[src/rtl/fifo_last_sched_pkg.sv]
// rtl/fifo_last_sched_pkg.sv - shared widths and FSM state codes for fifo_last_sched
`timescale 1ns/1ps
package fifo_last_sched_pkg;
  localparam int CNT_W  = 16;
  localparam int INFL_W = 4;

  typedef logic [2:0] state_t;
  localparam state_t ST_IDLE      = 3'd0;
  localparam state_t ST_ARB       = 3'd1;
  localparam state_t ST_DRIVE     = 3'd2;
  localparam state_t ST_WAIT_FREE = 3'd3;
  localparam state_t ST_HALT      = 3'd4;
endpackage

[src/rtl/fifo_last_sched_event.sv]
// rtl/fifo_last_sched_event.sv - event_sync2p: 2-FF synchronizer plus history flop
// Turns every level change of a two-phase input into a one-cycle event pulse.
`timescale 1ns/1ps
module event_sync2p (
  input  logic clk,
  input  logic rst,
  input  logic i_lvl,
  output logic o_evt
);
  logic r_s1, r_s2, r_hist;

  always_ff @(posedge clk or negedge rst) begin
    if (!rst) begin
      r_s1   <= 1'b0;
      r_s2   <= 1'b0;
      r_hist <= 1'b0;
    end else begin
      r_s1   <= i_lvl;
      r_s2   <= r_s1;
      r_hist <= r_s2;
    end
  end

  assign o_evt = r_s2 ^ r_hist;
endmodule

[src/rtl/fifo_last_sched.sv]
// rtl/fifo_last_sched.sv - round-robin scheduler feeding one self-timed FIFO tail stage
// Optional per-requester grant counters: define FIFO_LAST_SCHED_STATS_EN.
`timescale 1ns/1ps
module fifo_last_sched
  import fifo_last_sched_pkg::*;
#(
  parameter int N_REQ        = 4,
  parameter int MAX_INFLIGHT = 2,
  parameter int TIMEOUT      = 255
) (
  input  logic                     clk,
  input  logic                     rst,
  input  logic [N_REQ-1:0]         i_req,
  output logic [N_REQ-1:0]         o_gnt,
  output logic                     o_drive,
  input  logic                     i_free,
  input  logic                     i_fire,
  output logic [INFL_W-1:0]        o_inflight,
  output logic                     o_busy,
  output logic                     o_err_timeout,
  output logic                     o_err_underflow,
  input  logic                     i_clr_err,
  output logic [CNT_W*N_REQ-1:0]   o_grant_cnt
);
  localparam int PTR_W = $clog2(N_REQ);

  // First set request after ptr, wrapping; scanning offsets downwards lets the nearest win.
  function automatic logic [PTR_W-1:0] rr_pick(input logic [N_REQ-1:0] req,
                                               input logic [PTR_W-1:0] ptr);
    logic [PTR_W-1:0] w_sel;
    int               idx;
    w_sel = ptr;
    for (int s = N_REQ; s >= 1; s--) begin
      idx = (int'(ptr) + s) % N_REQ;
      if (req[idx]) w_sel = PTR_W'(idx);
    end
    return w_sel;
  endfunction

  state_t             r_state;
  logic [PTR_W-1:0]   r_ptr, r_winner;
  logic [N_REQ-1:0]   r_gnt;
  logic               r_drive;
  logic [INFL_W-1:0]  r_inflight;
  logic [15:0]        r_tmo;
  logic               r_err_timeout, r_err_underflow;
  logic               w_free_evt, w_fire_evt, w_inc, w_dec;
  logic [16:0]        w_tmo_nxt;

  event_sync2p u_free_sync (.clk(clk), .rst(rst), .i_lvl(i_free), .o_evt(w_free_evt));
  event_sync2p u_fire_sync (.clk(clk), .rst(rst), .i_lvl(i_fire), .o_evt(w_fire_evt));

  assign w_tmo_nxt = {1'b0, r_tmo} + 17'd1;
  assign w_inc     = (r_state == ST_DRIVE);
  assign w_dec     = w_fire_evt && (r_inflight != '0);

  always_ff @(posedge clk or negedge rst) begin
    if (!rst) begin
      r_state         <= ST_IDLE;
      r_ptr           <= PTR_W'(N_REQ - 1);
      r_winner        <= '0;
      r_gnt           <= '0;
      r_drive         <= 1'b0;
      r_inflight      <= '0;
      r_tmo           <= '0;
      r_err_timeout   <= 1'b0;
      r_err_underflow <= 1'b0;
    end else begin
      r_gnt <= '0;
      case (r_state)
        ST_IDLE: begin
          if ((|i_req) && (r_inflight < INFL_W'(MAX_INFLIGHT))) r_state <= ST_ARB;
        end
        ST_ARB: begin
          if (|i_req) begin
            r_winner <= rr_pick(i_req, r_ptr);
            r_state  <= ST_DRIVE;
          end else begin
            r_state <= ST_IDLE;
          end
        end
        ST_DRIVE: begin
          r_drive <= ~r_drive;
          r_gnt   <= N_REQ'(1) << r_winner;
          r_ptr   <= r_winner;
          r_tmo   <= '0;
          r_state <= ST_WAIT_FREE;
        end
        ST_WAIT_FREE: begin
          if (w_free_evt) begin
            r_state <= ST_IDLE;
          end else if (w_tmo_nxt == 17'(TIMEOUT)) begin
            r_err_timeout <= 1'b1;
            r_state       <= ST_HALT;
          end else begin
            r_tmo <= w_tmo_nxt[15:0];
          end
        end
        ST_HALT: begin
          if (i_clr_err) begin
            r_err_timeout <= 1'b0;
            r_state       <= ST_IDLE;
          end
        end
        default: r_state <= ST_IDLE;
      endcase

      if (w_inc && !w_dec)      r_inflight <= r_inflight + 1'b1;
      else if (!w_inc && w_dec) r_inflight <= r_inflight - 1'b1;

      // A fresh underflow outranks a clear arriving in the same cycle.
      if (w_fire_evt && (r_inflight == '0)) r_err_underflow <= 1'b1;
      else if (i_clr_err)                   r_err_underflow <= 1'b0;
    end
  end

`ifdef FIFO_LAST_SCHED_STATS_EN
  logic [N_REQ-1:0][CNT_W-1:0] r_cnt;

  always_ff @(posedge clk or negedge rst) begin
    if (!rst) begin
      r_cnt <= '0;
    end else begin
      for (int k = 0; k < N_REQ; k++) begin
        if ((r_state == ST_DRIVE) && (int'(r_winner) == k) && (r_cnt[k] != '1))
          r_cnt[k] <= r_cnt[k] + 1'b1;
      end
    end
  end

  assign o_grant_cnt = r_cnt;
`else
  assign o_grant_cnt = '0;
`endif

  assign o_gnt           = r_gnt;
  assign o_drive         = r_drive;
  assign o_inflight      = r_inflight;
  assign o_busy          = (r_state != ST_IDLE);
  assign o_err_timeout   = r_err_timeout;
  assign o_err_underflow = r_err_underflow;
endmodule

[config.mk]
export PLATFORM = sky130hd
export DESIGN_NAME = fifo_last_sched
export DESIGN_NICKNAME = d
export VERILOG_FILES = /design/src/rtl/fifo_last_sched_pkg.sv /design/src/rtl/fifo_last_sched_event.sv /design/src/rtl/fifo_last_sched.sv
export SDC_FILE = /design/constraint.sdc
export NUM_CORES = 1
export LEC_CHECK = 0
export CAP_MARGIN = 20
export CORE_ASPECT_RATIO = 0.8
export CORE_MARGIN = 2
export CORE_UTILIZATION = 47
export CTS_CLUSTER_SIZE = 40
export DETAILED_ROUTE_END_ITERATION = 8
export PLACE_DENSITY = 0.83
export SLEW_MARGIN = 25
export SYNTH_ARGS = -nofsm -noshare
export SYNTH_HDL_FRONTEND = slang
export SYNTH_HIERARCHICAL = 1
export SYNTH_SLANG_ARGS = --single-unit
[constraint.sdc]
create_clock -name clk -period 2.82 [get_ports clk]
set_input_delay 0.846 -clock clk [delete_from_list [all_inputs] [get_ports clk]]
set_output_delay 0.846 -clock clk [all_outputs]
set_load 0.1 [all_outputs]
==> results.sh, run 1 <==
export IMPL_status="finished clean"
export IMPL_worstMarginPinSlew_ns=0.8824
export IMPL_fin_crit_sh_pct=92.65
export IMPL_ant_nets=0
export IMPL_grt_max_degree=41
export IMPL_die_h_um=71.26
export IMPL_dpl_hpwl_um=3722
export IMPL_synth_area_leaders="dfrtp_1, buf_4, nand2_1"
export IMPL_setup_viol=0
export IMPL_setup_slack_ns=0.2073
export IMPL_synth_warnings=6
export IMPL_drt_met1_wl_um=2322
export IMPL_ys_seq_area_share_pct=37.76
export IMPL_reg2reg_depth=9
export IMPL_maxCapViolCount=0
export IMPL_synth_top_family_by_area="buffers and inverters"
export IMPL_gp_congestion=0.9363
export IMPL_core_um2=5465
export IMPL_grt_pass1_wl_um=8114
export IMPL_cts_tree="yes"
export IMPL_rows=24
export IMPL_regToRegEndpoint="r_tmo[0]"
export IMPL_ys_ff_latch=40
export IMPL_synth_area_per_cell_um2=8.858
export IMPL_synth_area_mux_share_pct=1.224
export IMPL_p_leak_nw=1.269
export IMPL_antennaDiodeCount=0
export IMPL_path_class="reg -> reg"
export IMPL_vias=1968
export IMPL_cts_buffers=5
export IMPL_drc=0
export IMPL_drt_iter0_markers=154
export IMPL_final_max_slew_viol_count=0
export IMPL_htree_levels=2
export IMPL_ys_async_sr_fraction_pct=100.0
export IMPL_dr_wl_met2_um=2337
export IMPL_finalHoldViolations=0
export IMPL_rrSetupSlack_ns=0.21
export IMPL_initial_utilization_pct=48.63
export IMPL_critPathTopFamily="simple AND/OR/NAND/NOR gates"
export IMPL_drt_wl_total_um=5060
export IMPL_required_ns=3.04
export IMPL_synth_compound_area_share_pct=13.84
export IMPL_crit_arrival_ns=2.83
export IMPL_worstHoldStart="u_free_sync/r_s1"
export IMPL_min_to="u_free_sync/r_s2"
export IMPL_drive_gt1_share_pct=11.73
export IMPL_die_w_um=88.07
export IMPL_cts_buffer_depth=2
export IMPL_nNetsFinal=338
export IMPL_syn2layout_area_growth_pct=4.755
export IMPL_synth_simple_area_share_pct=18.60
export IMPL_drt_pass1_iter_count=5
export IMPL_rr_startpoint="r_tmo[0]"
export IMPL_wl_per_cell_um=12.59
export IMPL_syn_cell_area_um2=2658
export IMPL_final_common_cell="conb_1"
export IMPL_synth_edf_count=0
export IMPL_cp_slowest_cell="or4_1"
export IMPL_synth_flop_cell="dfrtp_1"
export IMPL_synth_xor_xnor_area_share_pct=3.955
export IMPL_yosysTopAreaCell="dfrtp_1"
export IMPL_synth_adder_area_share_pct=3.107
export IMPL_fin_util_pct=50.94
export IMPL_final_cell_mix="conb_1, dfrtp_1, nand2_1"
export IMPL_viasPerCell=4.896
export IMPL_clk_pin_slew_ns=0.08
export IMPL_numPortBuffers=20
export IMPL_clk_latency_ns=0.29
export IMPL_whs_path_depth=0
export IMPL_dp_slack_ns=0.2112
export IMPL_overflow=0
export IMPL_pin_count=85
export IMPL_fmax_mhz=382.7
export IMPL_grt_usage_pct=16.63
export IMPL_cts_sinks=40
export IMPL_slew_headroom_pct=41.17
export IMPL_post_route_min_period_ns=2.613
export IMPL_hold_buffers=0
export IMPL_met3WireLength_um=345
export IMPL_synth_distinct_cells=50
export IMPL_syn_inst=300
export IMPL_dieArea_um2=6275
export IMPL_hold_class="reg -> reg"
export IMPL_critPathBufInv=1
export IMPL_top_layer_used="met4"
export IMPL_grt_antenna_before_repair=0
export IMPL_grt_pass1_vias=1683
export IMPL_cp_end_kind="flip-flop"
export IMPL_powerDensity_nw_per_um2=1044
export IMPL_cts_root_buf="clkbuf_8"
export IMPL_critPathLaunch="r_tmo[0]"
export IMPL_clock_skew_final_ns=0.007582
export IMPL_peakVddDrop_mv=0.6238
export IMPL_start_kind="flip-flop"
export IMPL_worstPathCellList="ha_1 -> nand3_2 -> or4_1 -> o311ai_2 -> nand3_1 -> o31ai_4 -> buf_4 -> nand2_1 -> o21ai_1"
export IMPL_slowest_delay_ns=0.56
export IMPL_synth_top_area_share_pct=35.78
export IMPL_worst_path_max_fanout=8
## cell families (layout without fill, tap and decap cells)
family / after synthesis / in the layout
xor gates and xnor gates: 12 / 12
adders and majority gates: 6 / 6
muxes: 3 / 3
other: 1 / 64
buffers and inverters: 86 / 47
DFF: 40 / 40
AOI/OAI and AO/OA: 57 / 57
and+or+nand+nor: 95 / 95
## metal layers
layer	up-vias	track usage, %
met5	-	0
met4	0	5.051
met3	7	4.147
met2	86	23.82
met1	923	25.02
li1	952	-
## layout make-up
cell class | instances | area, um2
Tap cell | 78 | 97.59
Fill cell | 507 | 2681
Timing Repair Buffer | 27 | 217.7
Clock buffer | 6 | 72.57
Clock inverter | 2 | 16.27
Multi-Input combinational cell | 237 | 1331
Inverter | 12 | 45.04
Sequential cell | 40 | 1003
## state kept, by name, indices dropped and copies added (netlist names), 2 cells and up
register    cells
r_tmo          16
o_gnt           4
o_inflight      4
r_state         3
r_ptr           2
r_winner        2
## cells in the mapped netlist, drive strengths merged (3+ instances only)
| master | instances |
|---|---|
| nand4 | 6 |
| nor2 | 16 |
| nand2b | 4 |
| nor4 | 3 |
| nor3 | 9 |
| nand2 | 34 |
| o31ai | 4 |
| buf | 68 |
| ha | 5 |
| o41ai | 3 |
| xor2 | 5 |
| o211ai | 3 |
| o21ai | 23 |
| inv | 12 |
| clkbuf | 6 |
| a31oi | 6 |
| dfrtp | 38 |
| nand3 | 12 |
| or4 | 3 |
| a21oi | 8 |
| xnor2 | 7 |
## worst max-delay path by stage
stage	cells after the start	endpoint
floorplan	9	o_inflight[3]
global placement	8	r_tmo[2]
detailed placement	8	r_tmo[2]
CTS	8	r_tmo[2]
global route	9	r_tmo[15]
finish	9	r_tmo[0]
## power breakdown
group	switching (W)	leakage, nW	internal, W
clock	0.000203	0.0414	0.000176
combinational	0.00127	0.712	0.000395
sequential	0.000154	0.515	0.000709
## repair_timing
| item | CTS | global route |
|---|---|---|
| resized for setup | 0 | 1 |
| setup buffers | 0 | 2 |
| endpoints found under the setup margin | 0 | 6 |
## through the flow
| step | TNS [ns] | total power [W] | instances | instance area [um2] | hold WS, ns |
|---|---|---|---|---|---|
| final | 0 | 0.002906 | 402 | 2784 | 0.3534 |
| after detailed placement | 0 | 0.002527 | 392 | 2671 | 0.3355 |
| after global placement | 0 | 0.002490 | 392 | 2671 | 0.3310 |
| after floorplan | 0 | 0.002270 | 363 | 2894 | 0.3312 |
| after CTS | 0 | 0.002906 | 400 | 2760 | 0.3543 |
| after global routing | -0.04076 | 0.003065 | 402 | 2784 | 0.3584 |
Note: power is estimated with default switching activity, not from simulation.
==> run 2, diff against run 1 <==
--- a/config.mk
+++ b/config.mk
@@ -8,10 +8,11 @@
 export CAP_MARGIN = 20
 export CORE_ASPECT_RATIO = 0.8
 export CORE_MARGIN = 2
-export CORE_UTILIZATION = 47
+export CORE_UTILIZATION = 40
 export CTS_CLUSTER_SIZE = 40
 export DETAILED_ROUTE_END_ITERATION = 8
-export PLACE_DENSITY = 0.83
+export PLACE_DENSITY = 0.73
+export SKIP_CTS_REPAIR_TIMING = 1
 export SLEW_MARGIN = 25
 export SYNTH_ARGS = -nofsm -noshare
 export SYNTH_HDL_FRONTEND = slang
==> run 2 against run 1 <==
Net effect:
- critical path depth is 1 lower
- power is 4.3% higher
- largest cell class unchanged
- highest routed layer unchanged
- core utilization fell by 7.3 points
==> results.sh, run 2 (synthesized netlist as in run 1, its figures left out) <==
export IMPL_dp_slack_ns=0.1862
export IMPL_drc=0
export IMPL_multi_input_area_um2=1323
export IMPL_initial_utilization_pct=41.47
export IMPL_cts_tree="yes"
export IMPL_dieArea_um2=7316
export IMPL_fin_area_um2=2798
export IMPL_fmax_mhz=383.4
export IMPL_clk_latency_ns=0.29
export IMPL_placed_area_um2=2671
export IMPL_cts_buffer_depth=2
export IMPL_final_cell_mix="conb_1, dfrtp_1, nand2_1"
export IMPL_core_um2=6409
export IMPL_grt_pass1_wl_um=7921
export IMPL_htree_levels=2
export IMPL_power_w=0.003031
export IMPL_dr_wl_met2_um=2212
export IMPL_syn2layout_area_growth_pct=5.273
export IMPL_top_layer_used="met4"
export IMPL_top_register="r_tmo"
export IMPL_drt_iter0_markers=94
export IMPL_final_max_slew_viol_count=0
export IMPL_required_ns=2.99
export IMPL_overflow=0
export IMPL_status="finished clean"
export IMPL_cts_buffers=5
export IMPL_antennaDiodeCount=0
export IMPL_grt_max_degree=41
export IMPL_peakVddDrop_mv=0.6442
export IMPL_worstMarginPinSlew_ns=0.8884
export IMPL_path_class="reg -> reg"
export IMPL_rows=26
export IMPL_clk_pin_slew_ns=0.08
export IMPL_numPortBuffers=20
export IMPL_setup_slack_ns=0.2118
export IMPL_hold_class="reg -> reg"
export IMPL_fill_cells=644
export IMPL_pin_count=85
export IMPL_post_route_min_period_ns=2.608
export IMPL_slew_headroom_pct=40.78
export IMPL_cts_root_buf="clkbuf_8"
export IMPL_worst_path_max_fanout=8
export IMPL_setup_viol=0
export IMPL_grt_antenna_before_repair=0
export IMPL_p_leak_nw=1.274
export IMPL_critPathTopFamily="simple AND/OR/NAND/NOR gates"
export IMPL_cp_slowest_cell="or4_1"
export IMPL_final_seq_area_um2=1003
export IMPL_grt_pass1_vias=1644
export IMPL_gp_congestion=0.8711
export IMPL_drt_pass1_iter_count=4
export IMPL_die_w_um=95.13
export IMPL_met3WireLength_um=367
export IMPL_powerDensity_nw_per_um2=1083
export IMPL_clock_skew_final_ns=0.007828
export IMPL_ant_nets=0
export IMPL_rsz0062_at_grt="false"
export IMPL_worstPathCellList="ha_1 -> nand3_2 -> or4_1 -> o311ai_2 -> nand2_1 -> nor3_4 -> or2b_4 -> o211ai_1"
export IMPL_cts_sinks=40
export IMPL_drive_gt1_share_pct=11.21
export IMPL_drt_met1_wl_um=2205
export IMPL_drt_wl_total_um=4847
export IMPL_layoutNonFillerInstCount=405
export IMPL_nNetsFinal=335
export IMPL_start_kind="flip-flop"
export IMPL_tns_ns=0
export IMPL_dpl_hpwl_um=3588
export IMPL_critPathBufInv=0
export IMPL_maxCapViolCount=0
export IMPL_largest_reg_flops=16
export IMPL_wl_per_cell_um=11.97
export IMPL_dp_cells=397
export IMPL_cp_end_kind="flip-flop"
export IMPL_viasPerCell=4.763
export IMPL_vias=1929
export IMPL_die_h_um=76.91
export IMPL_fin_crit_sh_pct=92.49
export IMPL_grt_usage_pct=13.55
export IMPL_crit_arrival_ns=2.78
export IMPL_slowest_delay_ns=0.56
export IMPL_finalHoldViolations=0
export IMPL_final_common_cell="conb_1"
==> run 2: cell count changes in the layout (fill, tap and decap cells not counted) <==
| cell | previous run | this run |
|---|---|---|
| buf_4 | 19 | 16 |
| bufinv_16 | 0 | 1 |
| clkbuf_1 | 1 | 0 |
| clkbuf_8 | 5 | 7 |
| clkinv_4 | 1 | 0 |
| clkinvlp_4 | 1 | 0 |
| o31ai_2 | 0 | 1 |
| o31ai_4 | 1 | 0 |
==> run 2: power breakdown <==
group / internal, W / switching, W
sequential: 0.000709 / 0.000153
clock: 0.000312 / 0.000196
combinational: 0.000394 / 0.00127
==> run 2: worst register-to-register path: cells and delay by family (launching register included) <==
kind / cells / cell delay (ns)
simple gates: 5 / 1.36
flops: 1 / 0.47
compound gates: 2 / 0.37
fa+ha+maj: 1 / 0.29
==> run 2: final cells by class <==
cell class	instances	area share [%]
clock buffers	7	3.444
clock inverters	1	1.073
repair buffers	24	6.977
well taps	84	3.757
flip-flops and latches	40	35.87
multi-input cells	237	47.27
inverters	12	1.610
==> run 2: through the flow <==
step / utilization [%] / hold slack, ns
global route: 43.65 / 0.3742
global placement: 41.68 / 0.3334
CTS: 43.65 / 0.3565
detailed placement: 41.68 / 0.3389
finish: 43.65 / 0.3570
floorplan: - / 0.3312
==> run 2: layer usage <==
metal / global-route usage (%) / up-vias
li1: - / 943
met1: 20.31 / 893
met2: 19.30 / 86
met3: 2.849 / 7
met4: 4.348 / 0
met5: 0 / -
==> run 2: path summary, 6_finish.rpt <==
kind                       cells past startpoint  slack [ns]          endpoint              from
max                                            8        0.21          r_tmo[2]          r_tmo[0]
min                                            0        0.36  u_free_sync/r_s2  u_free_sync/r_s1
max reg2reg                                    8        0.21          r_tmo[2]          r_tmo[0]
min reg2reg                                    0        0.36  u_free_sync/r_s2  u_free_sync/r_s1
max in group asynchronous                      1        1.59         r_tmo[12]               rst
min in group asynchronous                      1        0.67   o_err_underflow               rst
